--- src/rtl/deadlock_mon_pkg.sv ---
// Shared types and helpers for the deadlock stall watchdog.
package deadlock_mon_pkg;
  typedef enum logic [1:0] {IDLE, COUNT, DEADLOCK} state_t;

  function automatic int idx_width(input int n);
    return (n <= 1) ? 1 : $clog2(n);
  endfunction

  // Increment v, sticking at the all-ones value of a w-bit counter.
  function automatic logic [31:0] sat_inc(input logic [31:0] v, input int unsigned w);
    logic [31:0] maxv;
    maxv = (w >= 32) ? '1 : ((32'd1 << w) - 32'd1);
    return (v >= maxv) ? maxv : v + 32'd1;
  endfunction
endpackage

--- src/rtl/lsb_prio_enc.sv ---
// Lowest-set-bit priority encoder with a valid flag.
module lsb_prio_enc #(
  parameter int N = 2,
  parameter int W = 1
) (
  input  logic [N-1:0] req,
  output logic [W-1:0] idx,
  output logic         valid
);
  always_comb begin
    idx   = '0;
    valid = |req;
    for (int i = N - 1; i >= 0; i--)
      if (req[i]) idx = W'(i);
  end
endmodule

--- src/rtl/deadlock_stall_watchdog.sv ---
// Declares deadlock after THRESH consecutive stall cycles; latches the blocked
// channels at declaration and tracks current and longest stall run lengths.
module deadlock_stall_watchdog
  import deadlock_mon_pkg::*;
#(
  parameter int          NUM_AXIS = 2,
  parameter int          NUM_INST = 3,
  parameter int          NUM_BLK  = 1,
  parameter int unsigned THRESH   = 16,
  parameter int          CNT_W    = 16,
  parameter int          IDX_W    = idx_width(NUM_AXIS)
) (
  input  logic                kernel_monitor_clock,
  input  logic                kernel_monitor_reset,
  input  logic                enable,
  input  logic                clear,
  input  logic [NUM_AXIS-1:0] axis_block_sigs,
  input  logic [NUM_INST-1:0] inst_idle_sigs,
  input  logic [NUM_BLK-1:0]  inst_block_sigs,
  output logic                block,
  output logic                deadlock,
  output logic                deadlock_pulse,
  output logic [NUM_AXIS-1:0] blocked_mask,
  output logic [IDX_W-1:0]    first_chan,
  output logic [CNT_W-1:0]    stall_cnt,
  output logic [CNT_W-1:0]    max_stall
);
  state_t              state, state_n;
  logic                stall_raw, stall_en, capture;
  logic                dl_n, pulse_n, enc_valid;
  logic [CNT_W-1:0]    cnt_n, cnt_inc;
  logic [NUM_AXIS-1:0] mask_n;
  logic [IDX_W-1:0]    chan_n, enc_idx;

  // A kernel whose instances are all idle has finished, so it is never stalled.
  assign stall_raw = (|axis_block_sigs | |inst_block_sigs) & ~(&inst_idle_sigs);
  assign stall_en  = stall_raw & enable;
  assign cnt_inc   = CNT_W'(sat_inc(32'(stall_cnt), CNT_W));

  lsb_prio_enc #(.N(NUM_AXIS), .W(IDX_W)) u_enc (
    .req   (axis_block_sigs),
    .idx   (enc_idx),
    .valid (enc_valid)
  );

  always_ff @(posedge kernel_monitor_clock or posedge kernel_monitor_reset) begin
    if (kernel_monitor_reset) begin
      state          <= IDLE;
      block          <= 1'b0;
      deadlock       <= 1'b0;
      deadlock_pulse <= 1'b0;
      blocked_mask   <= '0;
      first_chan     <= '0;
      stall_cnt      <= '0;
      max_stall      <= '0;
    end else begin
      state          <= state_n;
      block          <= stall_en;
      deadlock       <= dl_n;
      deadlock_pulse <= pulse_n;
      blocked_mask   <= mask_n;
      first_chan     <= chan_n;
      stall_cnt      <= cnt_n;
      if (cnt_n > max_stall) max_stall <= cnt_n;
    end
  end

  always_comb begin
    state_n = state;
    capture = 1'b0;
    if (clear) state_n = IDLE;
    else begin
      case (state)
        IDLE:
          if (stall_en) begin
            if (THRESH == 1) begin
              state_n = DEADLOCK;
              capture = 1'b1;
            end else state_n = COUNT;
          end
        COUNT:
          if (!stall_en) state_n = IDLE;
          else if (32'(cnt_inc) == THRESH) begin
            state_n = DEADLOCK;
            capture = 1'b1;
          end
        DEADLOCK: state_n = DEADLOCK;
        default:  state_n = IDLE;
      endcase
    end
  end

  always_comb begin
    cnt_n   = stall_cnt;
    dl_n    = deadlock;
    pulse_n = 1'b0;
    mask_n  = blocked_mask;
    chan_n  = first_chan;
    if (clear) begin
      cnt_n  = '0;
      dl_n   = 1'b0;
      mask_n = '0;
      chan_n = '0;
    end else begin
      case (state)
        IDLE:     if (stall_en) cnt_n = CNT_W'(1);
        COUNT:    cnt_n = stall_en ? cnt_inc : '0;
        DEADLOCK: if (stall_en) cnt_n = cnt_inc;
        default:  cnt_n = '0;
      endcase
      if (capture) begin
        dl_n    = 1'b1;
        pulse_n = 1'b1;
        mask_n  = axis_block_sigs;
        chan_n  = enc_valid ? enc_idx : '0;
      end
    end
  end
endmodule

--- config.mk ---
export PLATFORM = sky130hd
export DESIGN_NAME = deadlock_stall_watchdog
export DESIGN_NICKNAME = d
export VERILOG_FILES = /design/src/rtl/deadlock_mon_pkg.sv /design/src/rtl/lsb_prio_enc.sv /design/src/rtl/deadlock_stall_watchdog.sv
export SDC_FILE = /design/constraint.sdc
export NUM_CORES = 1
export LEC_CHECK = 0
export BUFFER_PORTS_ARGS = -buffer_cell sky130_fd_sc_hd__buf_4
export CORE_UTILIZATION = 45
export DETAILED_ROUTE_END_ITERATION = 16
export PLACE_DENSITY_LB_ADDON = 0.08
export SETUP_SLACK_MARGIN = 0.1
export SKIP_LAST_GASP = 1
export SLEW_MARGIN = 20
export SYNTH_ARGS = -nofsm -noshare
export SYNTH_HDL_FRONTEND = slang
export SYNTH_SLANG_ARGS = --single-unit
--- constraint.sdc ---
create_clock -name kernel_monitor_clock -period 3.8 [get_ports kernel_monitor_clock]
set_clock_uncertainty 0.15 [all_clocks]
set_input_delay 0.19 -clock kernel_monitor_clock [delete_from_list [all_inputs] [get_ports kernel_monitor_clock]]
set_output_delay 0.19 -clock kernel_monitor_clock [all_outputs]
set_load 0.1 [all_outputs]
==> results.toml, run 1 <==
[critical_path]
path_max_fanout = 6
criticalPathCategory = "reg -> reg"
path_cells = "ha_4, nand3_4, or4_4, a21o_1, a22oi_2, nor2_2, ha_1, nor2b_1, o21ai_1, a21oi_1, o211ai_1, a21oi_2, buf_6, mux2_2"
slowest_stage = "or4_4"
critPathRequiredTime_ns = 3.83
r2r_slack_ns = 0.23
arrival_ns = 3.60
critPathMaxStageDelay_ns = 0.56
crit_path_end_kind = "flop"
cp-start-kind = "flop"

[route]
wl_per_cell_um = 15.6
via_count = 2335
viasPerCell = 5.56
dr.pass1.iters = 4
drc = 0
ant_nets = 0
first_iter_violations = 128
routed_wl_um = 6540

[pwr]
clock_power_share_pct = 32.2
p_seq_share_pct = 40.0
p_sw_uw = 344
power.internal_uw = 760
swShare_pct = 31.2
p_leak_nw = 1.60
comb_power_share_pct = 27.7
ir_drop_v = 0.000221
power.density_mw_per_mm2 = 318

[synth]
yosys-top-cells-area = "dfrtp_1 39%, ha_1 8.3%, mux2_2 7.0%"
synth_area_leader_cell = "dfrtp_1"
ys_seq_area_share_pct = 39.1
synth_edf_count = 0
yosysWarnings = 0
synth_top_cell_area_share_pct = 39.1
synth_nets = 304
ys_ff_latch = 40
async_reset_ff_share_pct = 100
synth_area_mm2 = 0.00256
avgSynthCellArea_um2 = 9.25
ys.flop_type = "dfrtp_1"
synth.distinct_cells = 45
netlist_instances = 277

[timing]
setup-tns-final_ns = 0
rsz0062_at_grt = "yes"
worst_hold_slack_ns = 0.0186
period_needed_ns = 3.57
post-route-period-util_pct = 93.9
max_slew_margin_pct = 40.8
tightest_slew_ns = 0.887
fmax_mhz = 280
setup_viol = 0
hold_violations = 0
slew_violations = 0

[flow_run]
drv_cap = 0

[cts]
clock-sinks = 40
worstSkewPairLatency_ns = 0.30
clk_path_buf_depth = 2
clockRootBuffer = "clkbuf_8"
cts_max_level = 2
cts_buffers = 5
clkTransAtPathRegs_ns = 0.08
cts_tree = "yes"

[global_route]
grt_remaining_overflow = 0
grt_pass1_wl_um = 10600
track_usage_pct = 22.7
first_global_vias = 2149
antenna_found_initial = 0
grt-busiest-layer = "met2"
globalRouteMet1Util_pct = 29.6
use_met3_pct = 4.12
grt_max_degree = 24
use_met2_pct = 37.9

[final_layout]
mostFrequentLayoutCells = "65 x buf_4, 28 x a21oi_1, 24 x dfrtp_1"
antenna_cells = 0
areaGrowthSynthToFinish_pct = 35.5
nets = 374
final_common_cell = "buf_4"
drive_above_1_share_pct = 39.4
fillers = 466
finalInstanceArea_mm2 = 0.00347
final_cells = 420

[floorplanning]
start_util_pct = 46.5
num_rows = 27
dieArea_mm2 = 0.00600
die_y_um = 77.5
core_area_mm2 = 0.00551
ios = 48
die_x_um = 77.5

[place]
dp_hpwl_um = 4860
post_dp_cell_area_mm2 = 0.00317
dp.cells = 400
place.gp.congestion = 0.905
numPortBuffers = 47

[min_path]
min_path_type = "in -> reg"

[outcome]
status = "finished, final reports clean"
[stage by stage]
stage / setup slack, ns / util, % / power, mW
after floorplan: -0.0298 / - / 0.658
after detailed placement: 0.0541 / 57.5 / 0.722
after CTS: 0.143 / 60.0 / 1.08
after global placement: 0.102 / 57.5 / 0.721
after global routing: 0.0800 / 63.1 / 1.15
final: 0.232 / 63.1 / 1.10
[metal layers]
metal	vias to the layer above	wire length, um
met5	-	0
met4	0	104
met3	10	356
met2	71	3230
met1	1116	2850
li1	1138	-
[Yosys cell counts (all sizes together) (8+ instances only)]
cell and n:
dfrtp 40, mux2 16, nand2 10, o21ai 27
ha 17, nor2 24, inv 23, a21oi 30
nand3 9, nand4 12, nor3 8
[layout make-up]
class                   count  area, um^2  area share, %
clock buffers               5        68.8           1.98
inverters                  23        86.3           2.49
well taps                  72        90.1           2.59
flip-flops and latches     40        1060           30.4
clock inverters             3        42.5           1.23
repair buffers             72         582           16.8
multi-input cells         205        1550           44.5
[timing repair]
action                     CTS  global route
gates resized for setup      1            22
hold buffers                 2             0
buffers inserted             0             9
cloned                       0             1
hold endpoints to repair    27             0
setup endpoints to repair    9            16
pin swaps                    0            11
[path summary, 6_finish.rpt]
kind                                             start                          end  depth (start not counted)
worst max-delay path            stall_cnt[1]$_DFF_PP0_     max_stall[5]$_DFFE_PP0N_                         14
worst min-delay path                axis_block_sigs[0]  blocked_mask[0]$_DFFE_PP0P_                          3
worst max register to register  stall_cnt[1]$_DFF_PP0_     max_stall[5]$_DFFE_PP0N_                         14
worst min register to register    deadlock$_DFFE_PP0P_         deadlock$_DFFE_PP0P_                          2
max in group asynchronous         kernel_monitor_reset    max_stall[12]$_DFFE_PP0N_                          5
min in group asynchronous         kernel_monitor_reset       stall_cnt[6]$_DFF_PP0_                          3
[logic make-up (layout without fill, tap and decap cells)]
kind of cell | count (synthesis) | count (layout) | share of synthesized area, %
and+or+nand+nor | 89 | 89 | 21.0
AOI/OAI and AO/OA | 76 | 76 | 17.3
DFF | 40 | 40 | 39.1
buffers and inverters | 32 | 103 | 4.83
adders and majority gates | 17 | 17 | 8.30
muxes | 17 | 17 | 7.42
xor gates and xnor gates | 6 | 6 | 2.05
[registers in the layout, indices dropped and copies added (netlist names)]
signal and flops:
deadlock_pulse 1, first_chan 1, block 1, deadlock 1
state 2, blocked_mask 2, max_stall 16, stall_cnt 16
[critical path, delay by kind of cell (launching register included)]
family | cells | cell delay, ns
compound gates | 6 | 0.97
fa+ha+maj | 2 | 0.49
buf+inv | 1 | 0.17
flops | 1 | 0.46
mux | 1 | 0.33
simple gates | 4 | 0.87
[power by group through the flow]
stage	combinational [mW]	sequential, mW	clock, mW
floorplan	0.148	0.510	0
global placement	0.269	0.453	0
detailed placement	0.269	0.452	0
CTS	0.272	0.443	0.365
global route	0.325	0.444	0.383
finish	0.306	0.442	0.356
No activity file was read; power rests on OpenSTA's default activity.
==> run 2, diff against run 1 <==
==> constraint.sdc (replaced) <==
create_clock -name kernel_monitor_clock -period 2.9 [get_ports kernel_monitor_clock]
set_clock_uncertainty 0.15 [all_clocks]
set_input_delay 0.145 -clock kernel_monitor_clock [delete_from_list [all_inputs] [get_ports kernel_monitor_clock]]
set_output_delay 0.145 -clock kernel_monitor_clock [all_outputs]
set_load 0.1 [all_outputs]
==> run 2 against run 1 <==
Compared with the run above: the flow now finishes with violations (negative setup slack); sequential share of layout area decreased by 4.5 points; highest routed layer unchanged; critical endpoint is now max_stall[6]$_DFFE_PP0N_; count of clock-buffer cells in the layout increased by 2; power increased by 47%; clock power increased by 47%; sequential power increased by 31%; via count increased by 13%; sequential cell count unchanged.
==> results.toml, run 2 (same netlist as run 1, synthesis figures left out) <==
[outcome]
status = "finished with violations"
violations = "negative setup slack"

[pwr]
p_leak_nw = 1.96
ir_drop_v = 0.000383
p_seq_share_pct = 35.8
p_sw_uw = 512
power.density_mw_per_mm2 = 396
power.internal_mw = 1.11
clock_power_share_pct = 32.2
swShare_pct = 31.6
comb_power_share_pct = 32.0

[critical_path]
r2r-end = "max_stall[6]$_DFFE_PP0N_"
r2r_start = "stall_cnt[1]$_DFF_PP0_"
path_max_fanout = 6
crit_end = "max_stall[6]$_DFFE_PP0N_"
cp-start-kind = "flop"
r2r_slack_ns = -0.67
crit_path_end_kind = "flop"
criticalPathCategory = "reg -> reg"
critPathRequiredTime_ns = 2.94
arrival_ns = 3.61
r2r_cells = 14
critPathLaunch = "stall_cnt[1]$_DFF_PP0_"

[route]
drc = 0
routed_wl_um = 7910
first_iter_violations = 114
ant_nets = 0
via_count = 2645
dr.pass1.iters = 4
viasPerCell = 5.46
wl_per_cell_um = 16.3

[place]
numPortBuffers = 47
place_ws_ns = -1.02
place.gp.congestion = 0.836
dp.cells = 465
post_dp_cell_area_mm2 = 0.00367
dp_hpwl_um = 5620

[global_route]
antenna_found_initial = 0
track_usage_pct = 25.8
grt_remaining_overflow = 0
first_global_vias = 2494
grt_pass1_wl_um = 12000
grt_max_degree = 41

[min_path]
min_path_type = "in -> reg"

[final_layout]
reg_top3 = "max_stall x16, stall_cnt x16"
finalInstanceArea_mm2 = 0.00409
final_common_cell = "buf_4"
mostFrequentLayoutCells = "130 x buf_4, 24 x dfrtp_1, 23 x inv_1"
final_cells = 484
multi_input_area_mm2 = 0.00165
nets = 438
fin_util_pct = 74.3
antenna_cells = 0
regArea_mm2 = 0.00106
areaGrowthSynthToFinish_pct = 59.6
fillers = 402
drive_above_1_share_pct = 52.4

[timing]
post-route-period-util_pct = 123
rsz0062_at_grt = "yes"
hold_violations = 0
slew_violations = 0
worst_hold_slack_ns = 0.0503
max_slew_margin_pct = 53.4
setup_viol = 17
fin_ws_ns = -0.675
period_needed_ns = 3.57
tightest_slew_ns = 0.696
fmax_mhz = 280

[cts]
clk_path_buf_depth = 2
clock-sinks = 40
clkTransAtPathRegs_ns = 0.08
worstSkewPairLatency_ns = 0.30
cts_buffers = 5
cts_max_level = 2
clockRootBuffer = "clkbuf_8"
cts_tree = "yes"

[floorplanning]
dieArea_mm2 = 0.00600
die_y_um = 77.5
start_util_pct = 46.5
ios = 48
die_x_um = 77.5
core_area_mm2 = 0.00551
num_rows = 27

[flow_run]
drv_cap = 0
run 2: routing by layer:
layer / vias up / track usage (%) / part of all wire [%]
met5: - / 0 / 0
met4: 0 / 6.79 / 2.0
met3: 13 / 3.29 / 3.4
met2: 72 / 46.5 / 51
met1: 1286 / 32.2 / 44
li1: 1274 / - / -
run 2: how the worst min path moves through the flow:
stage	start	endpoint	slack (ns)	depth (start not counted)
2_1_floorplan	axis_block_sigs[0]	blocked_mask[0]$_DFFE_PP0P_	0.14	2
3_3_place_gp	kernel_monitor_reset	stall_cnt[2]$_DFF_PP0_	0.16	3
3_5_place_dp	kernel_monitor_reset	max_stall[2]$_DFFE_PP0N_	0.19	3
4_1_cts	clear	deadlock$_DFFE_PP0P_	0.05	3
5_1_grt	clear	first_chan$_DFFE_PP0P_	0.06	3
6_report	clear	first_chan$_DFFE_PP0P_	0.05	3
run 2: repair_timing:
item,CTS,global route
hold endpoints to repair,40,0
hold buffers,1,0
endpoints found under the setup margin,18,18
pin swaps,3,14
cloned,0,1
buffers inserted,4,5
resized for setup,13,31
run 2: power groups by stage:
stage / sequential, mW / clock (mW) / combinational, mW
floorplan: 0.669 / 0 / 0.193
finish: 0.581 / 0.522 / 0.518
global route: 0.583 / 0.542 / 0.543
detailed placement: 0.593 / 0 / 0.352
global placement: 0.592 / 0 / 0.349
CTS: 0.581 / 0.527 / 0.424
run 2: cell type report:
class                      count  share of cell area [%]
multi-input combinational    205                    40.5
sequential                    40                    25.9
inverter                      23                    2.11
clock buffer                   7                    2.36
tap                           72                    2.20
clock inverter                 1                   0.734
timing repair buffer         136                    26.3
run 2: metrics by stage:
stage               power, mW  setup TNS [ns]
floorplan               0.862          -13.69
global placement        0.941          -15.40
detailed placement      0.945          -16.21
CTS                      1.53           -8.47
global route             1.67          -12.02
finish                   1.62          -10.18
run 2: critical path: stages (launching register included):
cell and delay (ns):
dfrtp_4 0.46, ha_4 0.16, nand3_4 0.12, or4_4 0.51, a21o_1 0.18, a22oi_2 0.19
nor2_4 0.07, ha_4 0.27, nor2b_4 0.13, o21ai_2 0.05, a21oi_1 0.14, o211ai_1 0.16
a21oi_4 0.33, clkbuf_16 0.21, mux2_2 0.32
